### src/rtl/stack_pkg.sv
// Shared types and helpers for the 4-entry stack controller.
package stack_pkg;
  localparam int DEPTH  = 4;
  localparam int CNT_W  = 3;
  localparam int ADDR_W = 2;

  typedef enum logic [1:0] {EMPTY, PARTIAL, FULL, ERROR} state_t;

  function automatic logic [DEPTH-1:0] therm(input logic [CNT_W-1:0] cnt);
    logic [DEPTH:0] w_t;
    w_t = (5'd1 << cnt) - 5'd1;
    return w_t[DEPTH-1:0];
  endfunction

  function automatic state_t state_of(input logic [CNT_W-1:0] cnt);
    if (cnt == '0)
      return EMPTY;
    else if (cnt == CNT_W'(DEPTH))
      return FULL;
    else
      return PARTIAL;
  endfunction
endpackage

### src/rtl/stack_mem.sv
// Stack storage: one write port, one combinational read port.
module stack_mem
  import stack_pkg::*;
#(
  parameter int DATA_W = 8
) (
  input  logic              clk,
  input  logic              i_we,
  input  logic [ADDR_W-1:0] i_waddr,
  input  logic [DATA_W-1:0] i_wdata,
  input  logic [ADDR_W-1:0] i_raddr,
  output logic [DATA_W-1:0] o_rdata
);
  logic [DATA_W-1:0] r_mem [DEPTH];

  always_ff @(posedge clk) begin
    if (i_we)
      r_mem[i_waddr] <= i_wdata;
  end

  assign o_rdata = r_mem[i_raddr];
endmodule

### src/rtl/stack_ctrl.sv
// Push/pop sequencing, occupancy tracking and sticky error handling for the stack.
// state   | meaning
// EMPTY   | count==0
// PARTIAL | count 1..3
// FULL    | count==4
// ERROR   | fault seen; readies low, contents frozen until err_clr
module stack_ctrl
  import stack_pkg::*;
#(
  parameter int DATA_W = 8
) (
  input  logic              clk,
  input  logic              rst_n,
  input  logic              push_valid,
  input  logic [DATA_W-1:0] push_data,
  output logic              push_ready,
  input  logic              pop_valid,
  output logic              pop_ready,
  output logic [DATA_W-1:0] pop_data,
  output logic              pop_data_valid,
  output logic [DEPTH-1:0]  enable,
  output logic [CNT_W-1:0]  count,
  output logic              full,
  output logic              empty,
  output logic              overflow_err,
  output logic              underflow_err,
  input  logic              err_clr
);
  state_t              r_state, w_state_nxt;
  logic [CNT_W-1:0]    r_count, w_count_nxt, w_top;
  logic [DEPTH-1:0]    r_enable;
  logic [DATA_W-1:0]   r_pop_data, w_rdata;
  logic                r_pop_dv, r_ovf, r_unf;
  logic                w_push_hs, w_pop_hs, w_ovf, w_unf, w_we;
  logic [ADDR_W-1:0]   w_waddr;

  assign push_ready = ((r_state != FULL) && (r_state != ERROR)) || ((r_state == FULL) && pop_valid);
  assign pop_ready  = (r_state != EMPTY) && (r_state != ERROR);
  assign w_push_hs  = push_valid && push_ready;
  assign w_pop_hs   = pop_valid && pop_ready;
  assign w_ovf      = (r_state == FULL) && push_valid && !push_ready;
  assign w_unf      = (r_state == EMPTY) && pop_valid && !pop_ready;
  assign w_top      = r_count - 3'd1;

  stack_mem #(.DATA_W(DATA_W)) u_mem (
    .clk     (clk),
    .i_we    (w_we),
    .i_waddr (w_waddr),
    .i_wdata (push_data),
    .i_raddr (w_top[ADDR_W-1:0]),
    .o_rdata (w_rdata)
  );

  always_comb begin
    w_count_nxt = r_count;
    w_we        = 1'b0;
    w_waddr     = r_count[ADDR_W-1:0];
    w_state_nxt = r_state;
    // Simultaneous push/pop overwrites the top entry in place.
    if (w_push_hs && w_pop_hs) begin
      w_we    = 1'b1;
      w_waddr = w_top[ADDR_W-1:0];
    end else if (w_push_hs) begin
      w_we        = 1'b1;
      w_count_nxt = r_count + 3'd1;
    end else if (w_pop_hs) begin
      w_count_nxt = w_top;
    end
    case (r_state)
      ERROR:   if (err_clr) w_state_nxt = state_of(r_count);
      default: w_state_nxt = (w_ovf || w_unf) ? ERROR : state_of(w_count_nxt);
    endcase
  end

  always_ff @(posedge clk or negedge rst_n) begin
    if (!rst_n) begin
      r_state    <= EMPTY;
      r_count    <= '0;
      r_enable   <= '0;
      r_pop_data <= '0;
      r_pop_dv   <= 1'b0;
      r_ovf      <= 1'b0;
      r_unf      <= 1'b0;
    end else begin
      r_state  <= w_state_nxt;
      r_count  <= w_count_nxt;
      r_enable <= therm(w_count_nxt);
      r_pop_dv <= w_pop_hs;
      if (w_pop_hs)
        r_pop_data <= w_rdata;
      r_ovf <= (r_ovf && !err_clr) || w_ovf;
      r_unf <= (r_unf && !err_clr) || w_unf;
    end
  end

  assign count          = r_count;
  assign enable         = r_enable;
  assign full           = (r_count == CNT_W'(DEPTH));
  assign empty          = (r_count == '0);
  assign pop_data       = r_pop_data;
  assign pop_data_valid = r_pop_dv;
  assign overflow_err   = r_ovf;
  assign underflow_err  = r_unf;
endmodule

### config.mk
export PLATFORM = sky130hd
export DESIGN_NAME = stack_ctrl
export DESIGN_NICKNAME = d
export VERILOG_FILES = /design/src/rtl/stack_pkg.sv /design/src/rtl/stack_mem.sv /design/src/rtl/stack_ctrl.sv
export SDC_FILE = /design/constraint.sdc
export NUM_CORES = 1
export LEC_CHECK = 0
export CAP_MARGIN = 5
export CORE_ASPECT_RATIO = 1.4
export CORE_MARGIN = 2
export CORE_UTILIZATION = 40
export CTS_CLUSTER_DIAMETER = 60
export DETAILED_ROUTE_END_ITERATION = 6
export PLACE_DENSITY = 0.73
export SLEW_MARGIN = 20
export SYNTH_ARGS = -nofsm -noshare
export SYNTH_HDL_FRONTEND = slang
export SYNTH_SLANG_ARGS = --single-unit
### constraint.sdc
create_clock -name clk -period 2.7 [get_ports clk]
set_input_delay 0.675 -clock clk [delete_from_list [all_inputs] [get_ports clk]]
set_output_delay 0.675 -clock clk [all_outputs]
set_load 0.03 [all_outputs]
==> results.json, run 1 <==
{
  "ant_nets": 0,
  "busiest_layer": "met2",
  "diodes": 0,
  "rsz0062_at_grt": "false",
  "antenna_found_initial": 0,
  "synth-main-ff-cell": "edfxtp_1",
  "maxSlewHeadroom": 0.704,
  "layout.cells.non_filler": 284,
  "synth_warnings": 0,
  "use_met3": 0.0377,
  "synth_area_leader_cell": "edfxtp_1",
  "switchingPower_w": 0.00142,
  "timing.hold.ws_ns": 0.485,
  "start_kind": "flip-flop",
  "cts_buffers": 5,
  "clock_power_share": 0.139,
  "finalNetCount": 235,
  "cts_setup_buffers": 0,
  "synth_edf_count": 32,
  "core-area_um2": 5490,
  "max_clock_freq_mhz": 389,
  "synth_seq_cells": 52,
  "die_h_um": 93.0,
  "synth_cell_types": 40,
  "dp_hpwl_mm": 3.00,
  "internal_power_w": 0.00218,
  "cp_cell_sequence": "inv_1, ha_1, and2_1, clkdlybuf4s50_1",
  "met2_usage": 0.255,
  "final_util": 0.523,
  "min_path_type": "flip-flop to flip-flop",
  "start_util": 0.412,
  "path_max_fanout": 5,
  "worst-slew-pin-transition_ns": 0.439,
  "die_x_um": 67.5,
  "dr.pass1.iters": 6,
  "vias": 1436,
  "clock_latency_ns": 0.31,
  "switching_share": 0.395,
  "wl_mm": 4.12,
  "place.gp.congestion": 0.912,
  "portBuffers": 34,
  "cts_sinks": 52,
  "groute.layer.met1.usage": 0.169,
  "finalPower_w": 0.00360,
  "hold_viol": 0,
  "boundaryPins": 35,
  "path_class": "flip-flop to primary output",
  "wl_per_cell_um": 14.5,
  "syn_nets": 186,
  "p_comb_frac": 0.527,
  "outcome": "finished, final reports clean",
  "netlist.area_leader.share": 0.425,
  "cp_top_family": "buffers and inverters",
  "drc": 0,
  "die-area_um2": 6280,
  "postSynthAreaPerCell_um2": 13.6,
  "cpPeakStageDelay_ns": 0.67,
  "drive_gt1_frac": 0.176,
  "final_common_cell": "clkdlybuf4s50_1",
  "grt_pass1_wl_mm": 6.84,
  "postCtsHoldBufs": 0,
  "track_usage": 0.150,
  "finalCritPeriodShare": 0.953,
  "skew_ns": 0.00643,
  "p_leak_nw": 1.14,
  "area_growth_pct": 27.0,
  "drv_slew": 0,
  "cts.clk_slew.worst_paths_ns": 0.09,
  "synthesis.area_um2": 2260,
  "synthTopCellsByArea": "edfxtp_1 43%, dfrtp_1 22%, mux4_2 8.0%, nand2_1 5.3%, ha_1 3.9%",
  "placed_cells": 276,
  "cts_root_buf": "clkbuf_8",
  "post_drt_via_cell_ratio": 5.06,
  "fill_cells": 475,
  "fin_setup_tns_ns": 0,
  "irDropWorstVdd_uv": 381,
  "period_minus_slack_ns": 2.57,
  "cts_resized": 0,
  "worst_path_max_delay_cell": "clkdlybuf4s50_1",
  "grt.overflow.total": 0,
  "cap_violations": 0,
  "grt_max_degree": 24,
  "grt_pass1_vias": 1462,
  "finalSetupViolCount": 0,
  "crit_arrival_ns": 1.90,
  "synth_cells": 166,
  "cp_num_buf_inv": 2,
  "async_flop_share": 0.385,
  "cts_tree": "done",
  "layout_common_cells": "33 x clkdlybuf4s50_1, 32 x nand2_1, 32 x edfxtp_1",
  "fp-row-count": 32,
  "seqPwrFrac": 0.334,
  "ys_seq_area_frac": 0.646,
  "clockBufferDepth": 2,
  "crit_required_ns": 2.03,
  "cp-end-kind": "primary output",
  "htreeDepth": 2,
  "power_density_nw_per_um2": 1250,
  "drtIter0Drc": 70
}
[layer usage]
layer | wire, um | share of wire | vias to the layer above
li1 | - | - | 705
met1 | 1640 | 0.40 | 681
met2 | 2220 | 0.54 | 38
met3 | 149 | 0.036 | 12
met4 | 114 | 0.028 | 0
met5 | 0 | 0 | -
[worst paths after layout]
| kind | startpoint | endpoint | slack, ns | cells after the start |
|---|---|---|---|---|
| max | count[0] | full | 0.13 | 4 |
| min | pop_data[2] | pop_data[2] | 0.49 | 2 |
| max reg2reg | r_state[0] | enable[2] | 0.45 | 10 |
| min reg2reg | pop_data[2] | pop_data[2] | 0.49 | 2 |
| max in group asynchronous | rst_n | count[2] | 1.79 | 2 |
| min in group asynchronous | rst_n | pop_data[1] | 0.70 | 2 |
[worst reg2reg max path: stages (launching register included)]
cell	delay [ns]
dfrtp_1	0.38
inv_1	0.07
ha_1	0.34
nand2_2	0.12
inv_2	0.08
nor4_1	0.38
o21ai_1	0.17
nand2_1	0.16
nand3_1	0.09
ha_1	0.21
xor2_1	0.16
[sequential cells by signal, indices dropped and copies added (netlist names)]
| name | count |
|---|---|
| pop_data_valid | 1 |
| underflow_err | 1 |
| overflow_err | 1 |
| r_state | 2 |
| u_mem.r_mem | 32 |
| pop_data | 8 |
| enable | 4 |
| count | 3 |
[cells in the mapped netlist (all sizes together) (2+ instances only)]
library cell / number
and2b: 2
a32o: 2
mux4: 8
a22o: 2
nor3: 3
mux2i: 2
inv: 9
nor4: 2
nor2: 5
or3: 2
o21ai: 6
clkbuf: 3
edfxtp: 32
a31oi: 2
or4b: 2
ha: 7
dfrtp: 20
buf: 3
a22oi: 2
nand2: 33
a21oi: 5
nand3: 5
[through the flow]
step           setup slack, ns  instance area [um^2]
2_1_floorplan           0.0108                  2260
3_3_place_gp            0.0464                  2760
3_5_place_dp           -0.0235                  2760
4_1_cts                  0.112                  2870
5_1_grt                 0.0201                  2870
6_report                 0.128                  2870
[power groups by stage]
stage / Combinational (W) / Sequential (W) / Clock (W)
2_1_floorplan: 0.000999 / 0.00146 / 0
3_3_place_gp: 0.00188 / 0.00121 / 0
3_5_place_dp: 0.00191 / 0.00122 / 0
4_1_cts: 0.00191 / 0.00121 / 0.000516
5_1_grt: 0.00206 / 0.00123 / 0.000546
6_report: 0.00190 / 0.00120 / 0.000499
[logic make-up (layout without fill, tap and decap cells)]
| logic type | count (synthesis) | after routing | share of synthesized area |
|---|---|---|---|
| AND/OR/NAND/NOR | 58 | 58 | 0.125 |
| multiplexers | 10 | 10 | 0.0885 |
| XOR/XNOR | 2 | 2 | 0.00775 |
| adder cells (fa/ha/maj) | 7 | 7 | 0.0387 |
| AO/OA/AOI/OAI | 22 | 22 | 0.0670 |
| flip-flops | 52 | 52 | 0.646 |
| buffers and inverters | 15 | 65 | 0.0271 |
[cell type report]
type,instances,area (um^2),area share
Timing Repair Buffer,48,443,0.154
Sequential cell,52,1460,0.509
Clock inverter,2,16.3,0.00566
Multi-Input combinational cell,99,738,0.257
Tap cell,68,85.1,0.0296
Inverter,9,33.8,0.0118
Clock buffer,6,93.8,0.0327
(Power assumes the default switching activity.)
==> run 2, diff against run 1 <==
--- a/config.mk
+++ b/config.mk
@@ -7,7 +7,7 @@
 export LEC_CHECK = 0
 export CAP_MARGIN = 5
 export CORE_ASPECT_RATIO = 1.4
-export CORE_MARGIN = 2
+export CORE_MARGIN = 1.5
 export CORE_UTILIZATION = 40
 export CTS_CLUSTER_DIAMETER = 60
 export DETAILED_ROUTE_END_ITERATION = 6
==> run 2 against run 1 <==
Global-route usage grew 0.16 points. Flip-flop and latch count is the same. Die area shrank 2.5%. Largest power group unchanged.
==> results.json, run 2 (synthesis gave the netlist of run 1 again) <==
{
  "irDropWorstVdd_uv": 550,
  "post_drt_via_cell_ratio": 5.08,
  "path_class": "flip-flop to primary output",
  "layout_common_cells": "33 x clkdlybuf4s50_1, 32 x nand2_1, 32 x edfxtp_1",
  "worstReg2RegEnd": "enable[2]",
  "dp_hpwl_mm": 2.97,
  "ant_nets": 0,
  "diodes": 0,
  "die_h_um": 92.0,
  "maxSlewHeadroom": 0.714,
  "period_minus_slack_ns": 2.53,
  "holdPathStages": 2,
  "grt_max_degree": 24,
  "ff2ff_path_depth": 7,
  "start_util": 0.412,
  "htreeDepth": 2,
  "cts_buffers": 5,
  "layout.cells.non_filler": 286,
  "finalCritPeriodShare": 0.936,
  "wl_per_cell_um": 14.2,
  "crit_arrival_ns": 1.85,
  "final_common_cell": "clkdlybuf4s50_1",
  "die_x_um": 66.5,
  "cts.clk_slew.worst_paths_ns": 0.10,
  "r2r_slack_ns": 0.48,
  "finalNetCount": 237,
  "cpPeakStageDelay_ns": 0.66,
  "grt_pass1_vias": 1411,
  "max_clock_freq_mhz": 396,
  "holdPathEnd": "pop_data[1]",
  "drv_slew": 0,
  "rsz0062_at_grt": "false",
  "worst-slew-pin-transition_ns": 0.425,
  "boundaryPins": 35,
  "cap_violations": 0,
  "portBuffers": 34,
  "p_leak_nw": 1.14,
  "outcome": "finished, final reports clean",
  "cp_cell_sequence": "inv_1, ha_1, and2_1, clkdlybuf4s50_1",
  "drive_gt1_frac": 0.183,
  "dr.pass1.iters": 4,
  "worst_path_max_delay_cell": "clkdlybuf4s50_1",
  "cts_resized": 0,
  "crit_required_ns": 2.03,
  "cp-end-kind": "primary output",
  "cts_tree": "done",
  "hold_viol": 0,
  "min_from": "pop_data[1]",
  "track_usage": 0.152,
  "grt_pass1_wl_mm": 6.76,
  "fp-row-count": 32,
  "min_path_type": "flip-flop to flip-flop",
  "cp_top_family": "buffers and inverters",
  "clockBufferDepth": 2,
  "power_density_nw_per_um2": 1230,
  "r2r-start": "r_state[1]",
  "drc": 0,
  "cts_root_buf": "clkbuf_8",
  "drtIter0Drc": 73,
  "postCtsHoldBufs": 0,
  "cts_setup_buffers": 0,
  "grt.overflow.total": 0,
  "placed_cells": 278,
  "start_kind": "flip-flop",
  "cts_sinks": 52,
  "cp_num_buf_inv": 2,
  "largest_register_ffs": 32,
  "core-area_um2": 5490,
  "wl_mm": 4.07,
  "skew_ns": 0.00842,
  "area_growth_pct": 26.8,
  "regMostFlops": "u_mem.r_mem",
  "place.gp.congestion": 0.933,
  "die-area_um2": 6120,
  "vias": 1452,
  "fill_cells": 473,
  "clock_latency_ns": 0.30,
  "path_max_fanout": 5,
  "antenna_found_initial": 0,
  "finalSetupViolCount": 0,
  "fin_setup_tns_ns": 0
}
==> run 2: changes by cell type in the layout (fill, tap and decap cells not counted), sizes merged <==
| cell | change |
|---|---|
| clkinv | +1 |
| buf | +2 |
| clkbuf | -1 |
==> run 2: worst max-delay path by stage <==
| stage | start | endpoint | cells after the start |
|---|---|---|---|
| CTS | count[1] | full | 4 |
| global route | count[1] | full | 4 |
| detailed placement | pop_valid | enable[2] | 7 |
| global placement | pop_valid | enable[2] | 7 |
| finish | count[1] | full | 4 |
| floorplan | count[0] | u_mem.r_mem[1][0] | 6 |
==> run 2: power by group <==
| part | total [W] | leakage [nW] | switching [W] | internal (W) |
|---|---|---|---|---|
| combinational | 0.00189 | 0.560 | 0.00106 | 0.000828 |
| clock | 0.000443 | 0.0485 | 0.000257 | 0.000186 |
| sequential | 0.00121 | 0.530 | 0.0000968 | 0.00111 |
| total | 0.00354 | 1.14 | 0.00141 | 0.00213 |
==> run 2: cell type report <==
type / count / area (um^2) / area share
well taps: 68 / 85.1 / 0.0297
clock inverters: 3 / 22.5 / 0.00785
repair buffers: 50 / 458 / 0.160
clock buffers: 5 / 68.8 / 0.0240
multi-input cells: 99 / 738 / 0.257
flip-flops and latches: 52 / 1460 / 0.510
inverters: 9 / 33.8 / 0.0118
==> run 2: worst register-to-register path: stages, from the launching register on <==
cell and delay [ns]:
dfrtp_1 0.44, ha_1 0.27, and2b_1 0.23, or4b_1 0.55, nor4b_2 0.20, o21ai_1 0.15, ha_1 0.18, xor2_1 0.13
==> run 2: stage by stage <==
stage               utilization  worst slack [ns]  hold WS [ns]  total power, W  cell area (um^2)
finish                    0.523             0.172         0.482         0.00354              2870
global route              0.523            0.0427         0.532         0.00378              2870
floorplan                     -            0.0108         0.379         0.00246              2260
CTS                       0.523             0.152         0.485         0.00357              2870
detailed placement        0.506          -0.00616         0.462         0.00313              2780
global placement          0.506            0.0697         0.461         0.00311              2780
==> run 2: routing by layer <==
layer / vias up / part of all wire / GRT usage
met5: - / 0 / 0
met4: 0 / 0.029 / 0.0765
met3: 7 / 0.036 / 0.0368
met2: 45 / 0.54 / 0.259
met1: 698 / 0.40 / 0.173
li1: 702 / - / -
